`src/rtl/pipeline_hazard_controller.sv`:
```
// Pipeline stall/flush sequencer: load-use bubbles, branch squash, and
// freezing IF/ID/EX while the multi-cycle M-extension unit runs in EX.
module pipeline_hazard_controller #(
  parameter int MUL_CYCLES = 2,
  parameter int DIV_CYCLES = 33,
  parameter int CNT_W      = $clog2(DIV_CYCLES + 1)
) (
  input  logic       clk,
  input  logic       rst,
  input  logic [4:0] ID_rs1,
  input  logic [4:0] ID_rs2,
  input  logic       ID_uses_rs1,
  input  logic       ID_uses_rs2,
  input  logic [4:0] EX_rd,
  input  logic       EX_memread,
  input  logic       EX_md_valid,
  input  logic       EX_is_div,
  input  logic       branch_taken_EX,
  output logic       stall_IF,
  output logic       stall_ID,
  output logic       stall_EX,
  output logic       flush_ID,
  output logic       flush_EX,
  output logic       flush_MEM,
  output logic       md_start,
  output logic       md_result_valid,
  output logic       md_busy
);

  typedef enum logic [1:0] {ST_IDLE, ST_RUN, ST_DONE} state_t;

  localparam logic [CNT_W-1:0] LP_MUL_LOAD = CNT_W'(MUL_CYCLES - 1);
  localparam logic [CNT_W-1:0] LP_DIV_LOAD = CNT_W'(DIV_CYCLES - 1);

  state_t           r_state;
  logic [CNT_W-1:0] r_cnt;

  logic w_md_stall;
  logic w_load_use;
  logic w_branch;
  logic w_lu_stall;

  // The start cycle counts as the first stall cycle, so RUN lasts N-1 cycles.
  always_ff @(posedge clk or posedge rst) begin
    if (rst) begin
      r_state <= ST_IDLE;
      r_cnt   <= '0;
    end else begin
      case (r_state)
        ST_IDLE: begin
          if (EX_md_valid) begin
            r_cnt   <= EX_is_div ? LP_DIV_LOAD : LP_MUL_LOAD;
            r_state <= ST_RUN;
          end
        end
        ST_RUN: begin
          if (r_cnt == CNT_W'(1)) begin
            r_cnt   <= '0;
            r_state <= ST_DONE;
          end else begin
            r_cnt <= r_cnt - CNT_W'(1);
          end
        end
        ST_DONE: r_state <= ST_IDLE;
        default: r_state <= ST_IDLE;
      endcase
    end
  end

  always_comb begin
    w_md_stall = ((r_state == ST_IDLE) & EX_md_valid) | (r_state == ST_RUN);
    w_load_use = EX_memread & (EX_rd != 5'd0) &
                 ((ID_uses_rs1 & (ID_rs1 == EX_rd)) | (ID_uses_rs2 & (ID_rs2 == EX_rd)));
    // A taken branch makes the ID instruction wrong-path, so it outranks load-use.
    w_branch   = branch_taken_EX & ~w_md_stall;
    w_lu_stall = w_load_use & ~w_md_stall & ~branch_taken_EX;
  end

  // Outputs are forced low while rst is held, even though inputs may be active.
  always_comb begin
    stall_IF        = ~rst & (w_md_stall | w_lu_stall);
    stall_ID        = ~rst & (w_md_stall | w_lu_stall);
    stall_EX        = ~rst & w_md_stall;
    flush_ID        = ~rst & w_branch;
    flush_EX        = ~rst & (w_branch | w_lu_stall);
    flush_MEM       = ~rst & w_md_stall;
    md_start        = ~rst & (r_state == ST_IDLE) & EX_md_valid;
    md_result_valid = (r_state == ST_DONE);
    md_busy         = (r_state != ST_IDLE);
  end

endmodule

```
`config.mk`:
```
export PLATFORM = sky130hd
export DESIGN_NAME = pipeline_hazard_controller
export DESIGN_NICKNAME = d
export VERILOG_FILES = /design/src/rtl/pipeline_hazard_controller.sv
export SDC_FILE = /design/constraint.sdc
export NUM_CORES = 1
export LEC_CHECK = 0
export BUFFER_PORTS_ARGS = -buffer_cell sky130_fd_sc_hd__buf_2
export CAP_MARGIN = 25
export CORE_UTILIZATION = 39
export DETAILED_ROUTE_END_ITERATION = 10
export PLACE_DENSITY = 0.81
export SLEW_MARGIN = 40
export SYNTH_ARGS = -nofsm -noshare
export SYNTH_HDL_FRONTEND = slang
export SYNTH_SLANG_ARGS = --single-unit
```
`constraint.sdc`:
```
create_clock -name clk -period 3.3 [get_ports clk]
set_input_delay 0.66 -clock clk [delete_from_list [all_inputs] [get_ports clk]]
set_output_delay 0.66 -clock clk [all_outputs]
set_load 0.005 [all_outputs]
```
==> impl_metrics.csv, run 1 <==
group,metric,value,unit
power_and_ir_drop,power_density,649,mW/mm^2
yosys,synthFlopType,"dfrtp_1",
setup_path,slowest_delay,0.33,ns
run,maxCapViolCount,0,
timing,finalMaxSlewViolations,0,
timing,fin_crit,2.57,ns
floorplanning,ioPinCount,32,
clock_network,clk_path_buf_depth,2,
yosys,postSynthAreaPerCell,8.93,um^2
timing,max-slew-margin-rel,0.738,
timing,worst_slew_pin_slew,0.390,ns
global_routing,overflow,0,
clock_network,postCtsResizedCells,0,
floorplanning,die_w,42.6,um
clock_network,cts_buffers,3,
setup_path,reg2regPathDepth,4,
global_routing,grt_max_degree,11,
place,gp_congestion,0.800,
drt,ant_nets,0,
global_routing,antenna_found_initial,0,
drt,drt-total-wl,1490,um
setup_path,cpMostUsedCell,"buf_2",
final_layout,final_area,826,um^2
timing,rsz0062_at_grt,"false",
floorplanning,core-area,0.00152,mm^2
clock_network,postCtsHoldBufs,0,
final_layout,diodes,0,
global_routing,grt.total_usage,0.188,
drt,firstDrtPassIters,3,
place,post-place-cells,117,
timing,setup_ws,0.732,ns
run_status,status,"completed",
power_and_ir_drop,vdd_drop_max,0.247,mV
global_routing,grt_pass1_wl,2700,um
floorplanning,dieArea,0.00182,mm^2
yosys,synthTopCellsByCount,"xor2_1, dfrtp_1, inv_1, nor2_1, nand2_1",
setup_path,crit_required,2.64,ns
final_layout,fill_cells,139,
timing,finClkSkew,0.00942,ns
global_routing,grt_pass1_vias,620,
drt,vias_per_cell,5.29,
floorplanning,rows,14,
timing,clock.fmax,389,MHz
min_path,worstHoldPathType,"input pin to async pin",
setup_path,path_max_fanout,3,
yosys,yosys.cell_types.count,29,
floorplanning,initial_core_util,0.422,
yosys,synth_top_area_cell,"dfrtp_1",
yosys,ys_seq_area_frac,0.311,
yosys,netlist_area,643,um^2
drt,via_count,635,
clock_network,cts-root-buf,"clkbuf_4",
power_and_ir_drop,leakage,0.415,nW
timing,hold_violations,0,
setup_path,startpoint_type,"input pin",
final_layout,drive_gt1_frac,0.385,
final_layout,num-nets-final,131,
yosys,netlist_instances,72,
timing,finalSetupTns,0,ns
setup_path,worstPathArrival,1.91,ns
timing,fin_crit_sh,0.778,
yosys,synthesis.nets,97,
place,dp_slack,0.746,ns
drt,wl_per_cell,12.4,um
setup_path,crit_path_end_kind,"output pin",
clock_network,htreeDepth,1,
clock_network,cts.sink_count,8,
place,hpwl,1190,um
drt,drcViolationCount,0,
yosys,synth_most_common_cell,"xor2_1",
place,io_buffers,31,
clock_network,tritoncts,"done",
place,dpl_cell_area,803,um^2
clock_network,post-cts-setup-buffers,0,
clock_network,clk_pin_slew,0.06,ns
final_layout,area.growth.synth_to_final,28.4,%
floorplanning,dieHeight,42.6,um
yosys,synth_edf_count,0,
final_layout,fin_cells,120,
clock_network,clock_latency,0.25,ns
yosys,synth.area.top_cells,"dfrtp_1, xor2_1, xnor2_1, ha_1, nor4_2",
setup_path,cp_cell_sequence,"buf_2 > xor2_1 > nor4_2 > a32oi_1 > o41ai_2 > buf_2",
yosys,ys_warn_count,0,
power_and_ir_drop,total_power,0.536,mW
setup_path,path_class,"input pin to output pin",
setup_path,critPathSlowestCell,"o41ai_2",
drt,drt_iter0_drc,13,
yosys,synth_top_area_share,0.311,
timing,finalSetupViolCount,0,
yosys,async_flop_share,1.00,
yosys,ys_seq_elements,8,
layer usage:
layer	routed length, um	GRT usage
met5	0	0
met4	0	0.0500
met3	53	0.0517
met2	742	0.298
met1	697	0.251
placed cells by master, fill, tap and decap left out:
cell      count
buf_2        31
xor2_1       10
dfrtp_1       8
inv_1         6
nor2_1        6
nand2_1       4
a21oi_1       3
xnor2_1       3
o22ai_1       3
clkbuf_4      3
nor4_2        2
nand3_1       2
o21bai_1      2
or3_1         2
nor3_1        2
a32oi_1       2
ha_1          2
nand2b_1      1
and2_1        1
o21ba_2       1
o31a_1        1
or2_2         1
nor4_1        1
and2_0        1
or4_1         1
o21ai_2       1
o41ai_2       1
and3_1        1
nor2b_1       1
o32a_1        1
report_power, final:
group	switching, mW	leakage, nW	total (mW)	internal [mW]
logic	0.140	0.304	0.270	0.130
registers	0.0463	0.0967	0.190	0.144
clock network	0.0342	0.0138	0.0759	0.0417
total	0.220	0.415	0.536	0.316
worst max-delay path, delay by kind of cell:
family | cells | cell delay (ns)
compound gates | 2 | 0.51
simple gates | 1 | 0.29
xor+xnor | 1 | 0.16
buf+inv | 2 | 0.29
path summary, 6_finish.rpt:
kind,startpoint,end,slack [ns]
max in group asynchronous,rst,r_cnt[2]$_DFFE_PP0P_,2.64
max reg2reg,r_cnt[3]$_DFFE_PP0P_,r_cnt[2]$_DFFE_PP0P_,1.85
min reg2reg,r_cnt[5]$_DFFE_PP0P_,r_state[1]$_DFFE_PP0P_,0.57
max,EX_rd[3],stall_IF,0.73
min in group clk,r_cnt[5]$_DFFE_PP0P_,r_state[1]$_DFFE_PP0P_,0.57
min,rst,r_cnt[0]$_DFFE_PP0P_,0.39
layout make-up:
class                      count  area, um^2  share of cell area
sequential                     8         200               0.242
tap                           16        20.0              0.0242
timing repair buffer          31         155               0.188
inverter                       6        22.5              0.0273
multi-input combinational     56         405               0.491
clock buffer                   3        22.5              0.0273
registers in the layout, summed over array words and instances, names as in the netlist:
register and cells:
r_cnt 6, r_state 2
cells by family after synthesis:
logic type      count (synthesis)  share of synthesized area
simple gates                   26                      0.228
compound gates                 15                      0.187
xor+xnor                       13                      0.177
buf+inv                         8                     0.0584
flops                           8                      0.311
fa+ha+maj                       2                     0.0389
through the flow:
step                utilization  hold WS (ns)
floorplan                     -         0.489
global placement          0.527         0.559
detailed placement        0.527         0.554
CTS                       0.542         0.407
global route              0.542         0.427
finish                    0.542         0.394
No activity file was read; power rests on OpenSTA's default activity.
==> run 2: changes to the inputs <==
--- a/config.mk
+++ b/config.mk
@@ -9,7 +9,7 @@
 export CAP_MARGIN = 25
 export CORE_UTILIZATION = 39
 export DETAILED_ROUTE_END_ITERATION = 10
-export PLACE_DENSITY = 0.81
+export PLACE_DENSITY = 0.84
 export SLEW_MARGIN = 40
 export SYNTH_ARGS = -nofsm -noshare
 export SYNTH_HDL_FRONTEND = slang
==> constraint.sdc (replaced) <==
create_clock -name clk -period 2.3 [get_ports clk]
set_input_delay 0.46 -clock clk [delete_from_list [all_inputs] [get_ports clk]]
set_output_delay 0.46 -clock clk [all_outputs]
set_load 0.005 [all_outputs]
==> run 2 against run 1 <==
Net effect:
- combinational power rose by 43%
- die area did not move
- via count rose by 0.16%
- wire length fell by 1.8%
- final area rose by 0.91%
- global-route usage fell by 0.41 points
- register-to-register slack got worse by 0.99 ns
- core utilization rose by 0.49 points
- first-iteration DRC count fell by 7.7%
- power rose by 42%
- critical path type unchanged
- largest power group unchanged
==> impl_metrics.csv, run 2 (synthesized netlist as in run 1, its figures left out) <==
group,metric,value,unit
clock_network,cts-root-buf,"clkbuf_4",
final_layout,fin_cells,121,
timing,worst_slew_pin_slew,0.362,ns
timing,clock.fmax,476,MHz
drt,drt_iter0_drc,12,
final_layout,final_core_util,0.547,
global_routing,antenna_found_initial,0,
final_layout,num-nets-final,132,
final_layout,final_cell_mix,"buf_2, xor2_1, dfrtp_1, inv_1, nor2_1",
timing,fin_crit_sh,0.913,
place,post-place-cells,118,
timing,rsz0062_at_grt,"false",
clock_network,clk_path_buf_depth,2,
global_routing,grt_pass1_wl,2570,um
global_routing,grt.total_usage,0.184,
floorplanning,core-area,0.00152,mm^2
power_and_ir_drop,power_density,915,mW/mm^2
drt,wl_per_cell,12.1,um
timing,finClkSkew,0.00187,ns
setup_path,regToRegSetupSlack,0.86,ns
clock_network,post-cts-setup-buffers,0,
place,io_buffers,31,
drt,drt-total-wl,1470,um
floorplanning,dieArea,0.00182,mm^2
final_layout,reg.largest.list,"r_cnt x6, r_state x2",
drt,firstDrtPassIters,5,
drt,via_count,636,
clock_network,htreeDepth,1,
power_and_ir_drop,p_int,0.454,mW
final_layout,diodes,0,
power_and_ir_drop,p_comb_frac,0.505,
setup_path,timing.rr.start,"r_cnt[3]$_DFFE_PP0P_",
global_routing,overflow,0,
power_and_ir_drop,switching_share,0.405,
floorplanning,rows,14,
drt,drcViolationCount,0,
power_and_ir_drop,p_sw,0.309,mW
power_and_ir_drop,total_power,0.763,mW
setup_path,path_max_fanout,3,
place,gp_congestion,0.873,
drt,ant_nets,0,
clock_network,postCtsResizedCells,0,
floorplanning,dieHeight,42.6,um
place,hpwl,1230,um
setup_path,crit_path_end_kind,"output pin",
power_and_ir_drop,vdd_drop_max,0.466,mV
final_layout,drive_gt1_frac,0.390,
setup_path,startpoint_type,"input pin",
timing,fin_crit,2.10,ns
setup_path,reg2reg_to,"r_cnt[2]$_DFFE_PP0P_",
final_layout,largest_register_ffs,6,
run_status,status,"completed",
setup_path,path_class,"input pin to output pin",
timing,hold_violations,0,
global_routing,grt_pass1_vias,577,
clock_network,tritoncts,"done",
timing,finalSetupViolCount,0,
setup_path,crit_required,1.84,ns
setup_path,reg2regPathDepth,4,
timing,finalSetupTns,0,ns
timing,whs,0.243,ns
drt,vias_per_cell,5.26,
clock_network,clock_latency,0.25,ns
power_and_ir_drop,pwr-share-clk,0.138,
power_and_ir_drop,leakage,0.419,nW
floorplanning,die_w,42.6,um
clock_network,postCtsHoldBufs,0,
floorplanning,ioPinCount,32,
run,maxCapViolCount,0,
setup_path,worstPathArrival,1.64,ns
clock_network,cts.sink_count,8,
clock_network,clk_pin_slew,0.05,ns
power_and_ir_drop,seq_power_share,0.357,
clock_network,cts_buffers,3,
final_layout,top_register,"r_cnt",
timing,finalMaxSlewViolations,0,
final_layout,mostFrequentLayoutCell,"buf_2",
timing,max-slew-margin-rel,0.757,
setup_path,crit_start,"EX_rd[2]",
min_path,worstHoldPathType,"input pin to async pin",
final_layout,area.growth.synth_to_final,29.6,%
global_routing,grt_max_degree,9,
floorplanning,initial_core_util,0.422,
==> run 2: cell count changes in the layout (fill, tap and decap cells not counted), sizes merged <==
cell	delta
buf	+1
==> run 2: through the flow <==
stage | cell area (um^2) | worst slack (ns)
after global routing | 833 | 0.0763
after CTS | 833 | 0.191
after detailed placement | 811 | 0.194
after floorplan | 643 | 0.313
after global placement | 811 | 0.206
final | 833 | 0.200
==> run 2: layer usage <==
layer | wire length (um) | track usage | up-vias
met3 | 52 | 0.0647 | 2
met5 | 0 | 0 | -
met4 | 8 | 0.0313 | 0
met2 | 762 | 0.298 | 14
met1 | 642 | 0.239 | 299
li1 | - | - | 321
==> run 2: how the worst max path moves through the flow <==
stage,endpoint,slack [ns],cells after the start
after detailed placement,stall_ID,0.19,6
after floorplan,stall_IF,0.31,5
after global placement,flush_EX,0.21,6
after global routing,stall_ID,0.08,6
after CTS,stall_ID,0.19,6
final,stall_ID,0.20,6
==> run 2: final cells by class <==
| type | instances | area, um^2 |
|---|---|---|
| clock buffers | 3 | 22.5 |
| repair buffers | 32 | 163 |
| fillers | 150 | 691 |
| inverters | 6 | 22.5 |
| multi-input cells | 56 | 405 |
| flip-flops and latches | 8 | 200 |
| well taps | 16 | 20.0 |
==> run 2: power groups by stage <==
stage / clock, mW / sequential [mW] / combinational [mW]
after floorplan: 0 / 0.259 / 0.301
after global placement: 0 / 0.271 / 0.375
after detailed placement: 0 / 0.274 / 0.382
after CTS: 0.108 / 0.272 / 0.386
after global routing: 0.115 / 0.284 / 0.440
final: 0.106 / 0.272 / 0.385
==> run 2: critical path, cell delays in order <==
cell	delay, ns
buf_2	0.12
xor2_1	0.15
nor4_1	0.30
a32oi_1	0.13
o41ai_2	0.31
buf_2	0.17
==> run 3: changes to the inputs <==
--- a/config.mk
+++ b/config.mk
@@ -7,9 +7,10 @@
 export LEC_CHECK = 0
 export BUFFER_PORTS_ARGS = -buffer_cell sky130_fd_sc_hd__buf_2
 export CAP_MARGIN = 25
-export CORE_UTILIZATION = 39
+export CORE_UTILIZATION = 30
 export DETAILED_ROUTE_END_ITERATION = 10
-export PLACE_DENSITY = 0.84
+export PLACE_DENSITY = 0.69
+export RECOVER_POWER = 25
 export SLEW_MARGIN = 40
 export SYNTH_ARGS = -nofsm -noshare
 export SYNTH_HDL_FRONTEND = slang
==> run 3 against run 2 <==
Net effect:
- final cell count up 9.9%
- power up 3.3%
- setup slack worse by 0.031 ns
- register-to-register slack better by 0.02 ns
- clock power up 8%
- final area up 2.0%
- wire length up 9.6%
- sequential share of layout area down 0.46 points
- clock skew down 0.0012 ns
- critical path type unchanged
- critical endpoint unchanged
==> impl_metrics.csv, run 3 (synthesized netlist as in run 1, its figures left out) <==
group,metric,value,unit
drt,top_layer,"met4",
drt,wl_per_cell,12.1,um
final_layout,drive_gt1_frac,0.377,
floorplanning,initial_core_util,0.324,
timing,rsz0062_at_grt,"false",
power_and_ir_drop,total_power,0.788,mW
floorplanning,ioPinCount,32,
global_routing,overflow,0,
power_and_ir_drop,p_sw,0.327,mW
final_layout,regArea,200,um^2
floorplanning,dieHeight,48.3,um
timing,whs,0.140,ns
power_and_ir_drop,vdd_drop_max,0.300,mV
timing,hold_violations,0,
place,dpl_cell_area,832,um^2
timing,finalMaxSlewViolations,0,
global_routing,grt_pass1_wl,2770,um
floorplanning,core-area,0.00198,mm^2
power_and_ir_drop,p_comb_frac,0.506,
run_status,status,"completed",
drt,wl_met1,685,um
final_layout,multi_input_area,405,um^2
clock_network,clk_pin_slew,0.06,ns
timing,finalSetupViolCount,0,
setup_path,regToRegSetupSlack,0.88,ns
setup_path,worstPathArrival,1.67,ns
clock_network,htreeDepth,1,
clock_network,postCtsHoldBufs,0,
clock_network,cts_buffers,3,
clock_network,cts.sink_count,8,
final_layout,mostFrequentLayoutCell,"buf_2",
setup_path,reg2regPathDepth,4,
global_routing,grt.total_usage,0.153,
final_layout,top_register,"r_cnt",
power_and_ir_drop,power_density,927,mW/mm^2
power_and_ir_drop,leakage,0.418,nW
timing,finalSetupTns,0,ns
drt,vias_per_cell,4.76,
final_layout,num-nets-final,133,
drt,drcViolationCount,0,
clock_network,clk_path_buf_depth,2,
drt,firstDrtPassIters,4,
setup_path,crit_path_end_kind,"output pin",
setup_path,crit_start,"EX_rd[3]",
global_routing,antenna_found_initial,0,
power_and_ir_drop,pwr-share-clk,0.145,
floorplanning,die_w,48.3,um
drt,met3_wirelength,43,um
drt,drt_iter0_drc,5,
power_and_ir_drop,p_int,0.461,mW
setup_path,timing.rr.start,"r_cnt[3]$_DFFE_PP0P_",
timing,max-slew-margin-rel,0.762,
power_and_ir_drop,seq_power_share,0.349,
clock_network,clock_latency,0.26,ns
setup_path,crit_required,1.84,ns
clock_network,postCtsResizedCells,0,
setup_path,crit_end,"stall_ID",
final_layout,final_area,850,um^2
place,gp_congestion,0.796,
drt,ant_nets,0,
floorplanning,dieArea,0.00233,mm^2
run,maxCapViolCount,0,
place,io_buffers,31,
timing,clock.fmax,469,MHz
drt,drt-total-wl,1610,um
timing,fin_crit_sh,0.927,
setup_path,path_max_fanout,3,
min_path,worstHoldPathType,"input pin to async pin",
final_layout,area.growth.synth_to_final,32.1,%
timing,fin_crit,2.13,ns
drt,via_count,633,
setup_path,reg2reg_to,"r_cnt[3]$_DFFE_PP0P_",
global_routing,grt_max_degree,9,
clock_network,tritoncts,"done",
final_layout,final_cell_mix,"buf_2, xor2_1, dfrtp_1, inv_1, nor2_1",
setup_path,startpoint_type,"input pin",
global_routing,grt_pass1_vias,652,
place,hpwl,1330,um
setup_path,path_class,"input pin to output pin",
final_layout,reg.largest.list,"r_cnt x6, r_state x2",
final_layout,fill_cells,198,
floorplanning,rows,16,
clock_network,post-cts-setup-buffers,0,
final_layout,final_core_util,0.429,
final_layout,largest_register_ffs,6,
timing,finClkSkew,0.000656,ns
final_layout,diodes,0,
timing,worst_slew_pin_slew,0.354,ns
clock_network,cts-root-buf,"clkbuf_4",
power_and_ir_drop,switching_share,0.415,
drt,wl_met2,852,um
==> run 3: per-stage QoR <==
stage	instances	worst slack, ns
final	133	0.169
after global routing	133	0.0632
after CTS	133	0.147
after detailed placement	130	0.155
after global placement	130	0.190
after floorplan	72	0.313
==> run 3: cell type report <==
class | count | area share
Clock buffer | 3 | 0.0265
Multi-Input combinational cell | 56 | 0.477
Sequential cell | 8 | 0.236
Inverter | 6 | 0.0265
Timing Repair Buffer | 33 | 0.194
Tap cell | 27 | 0.0398
==> run 3: worst min path at each step <==
stage / from / endpoint / slack (ns) / cells past startpoint
2_1_floorplan: rst / r_cnt[0]$_DFFE_PP0P_ / 0.29 / 1
3_3_place_gp: rst / r_state[0]$_DFFE_PP0P_ / 0.40 / 2
3_5_place_dp: rst / r_state[0]$_DFFE_PP0P_ / 0.41 / 2
4_1_cts: rst / r_state[0]$_DFFE_PP0P_ / 0.14 / 2
5_1_grt: rst / r_state[0]$_DFFE_PP0P_ / 0.15 / 2
6_report: rst / r_state[0]$_DFFE_PP0P_ / 0.14 / 2
==> run 3: power groups by stage <==
stage / logic (mW) / registers (mW) / clock network (mW)
4_1_cts: 0.402 / 0.271 / 0.113
3_3_place_gp: 0.390 / 0.272 / 0
2_1_floorplan: 0.301 / 0.259 / 0
3_5_place_dp: 0.399 / 0.274 / 0
6_report: 0.399 / 0.274 / 0.114
5_1_grt: 0.455 / 0.285 / 0.125
==> run 3: per-layer routing <==
metal	vias up	global-route usage
li1	324	-
met1	295	0.161
met2	10	0.277
met3	4	0.0346
met4	0	0.0882
met5	-	0
==> run 3: critical path: stages <==
cell,delay (ns)
buf_2,0.12
xor2_1,0.16
nor4_2,0.27
a32oi_1,0.17
o41ai_2,0.32
buf_2,0.17
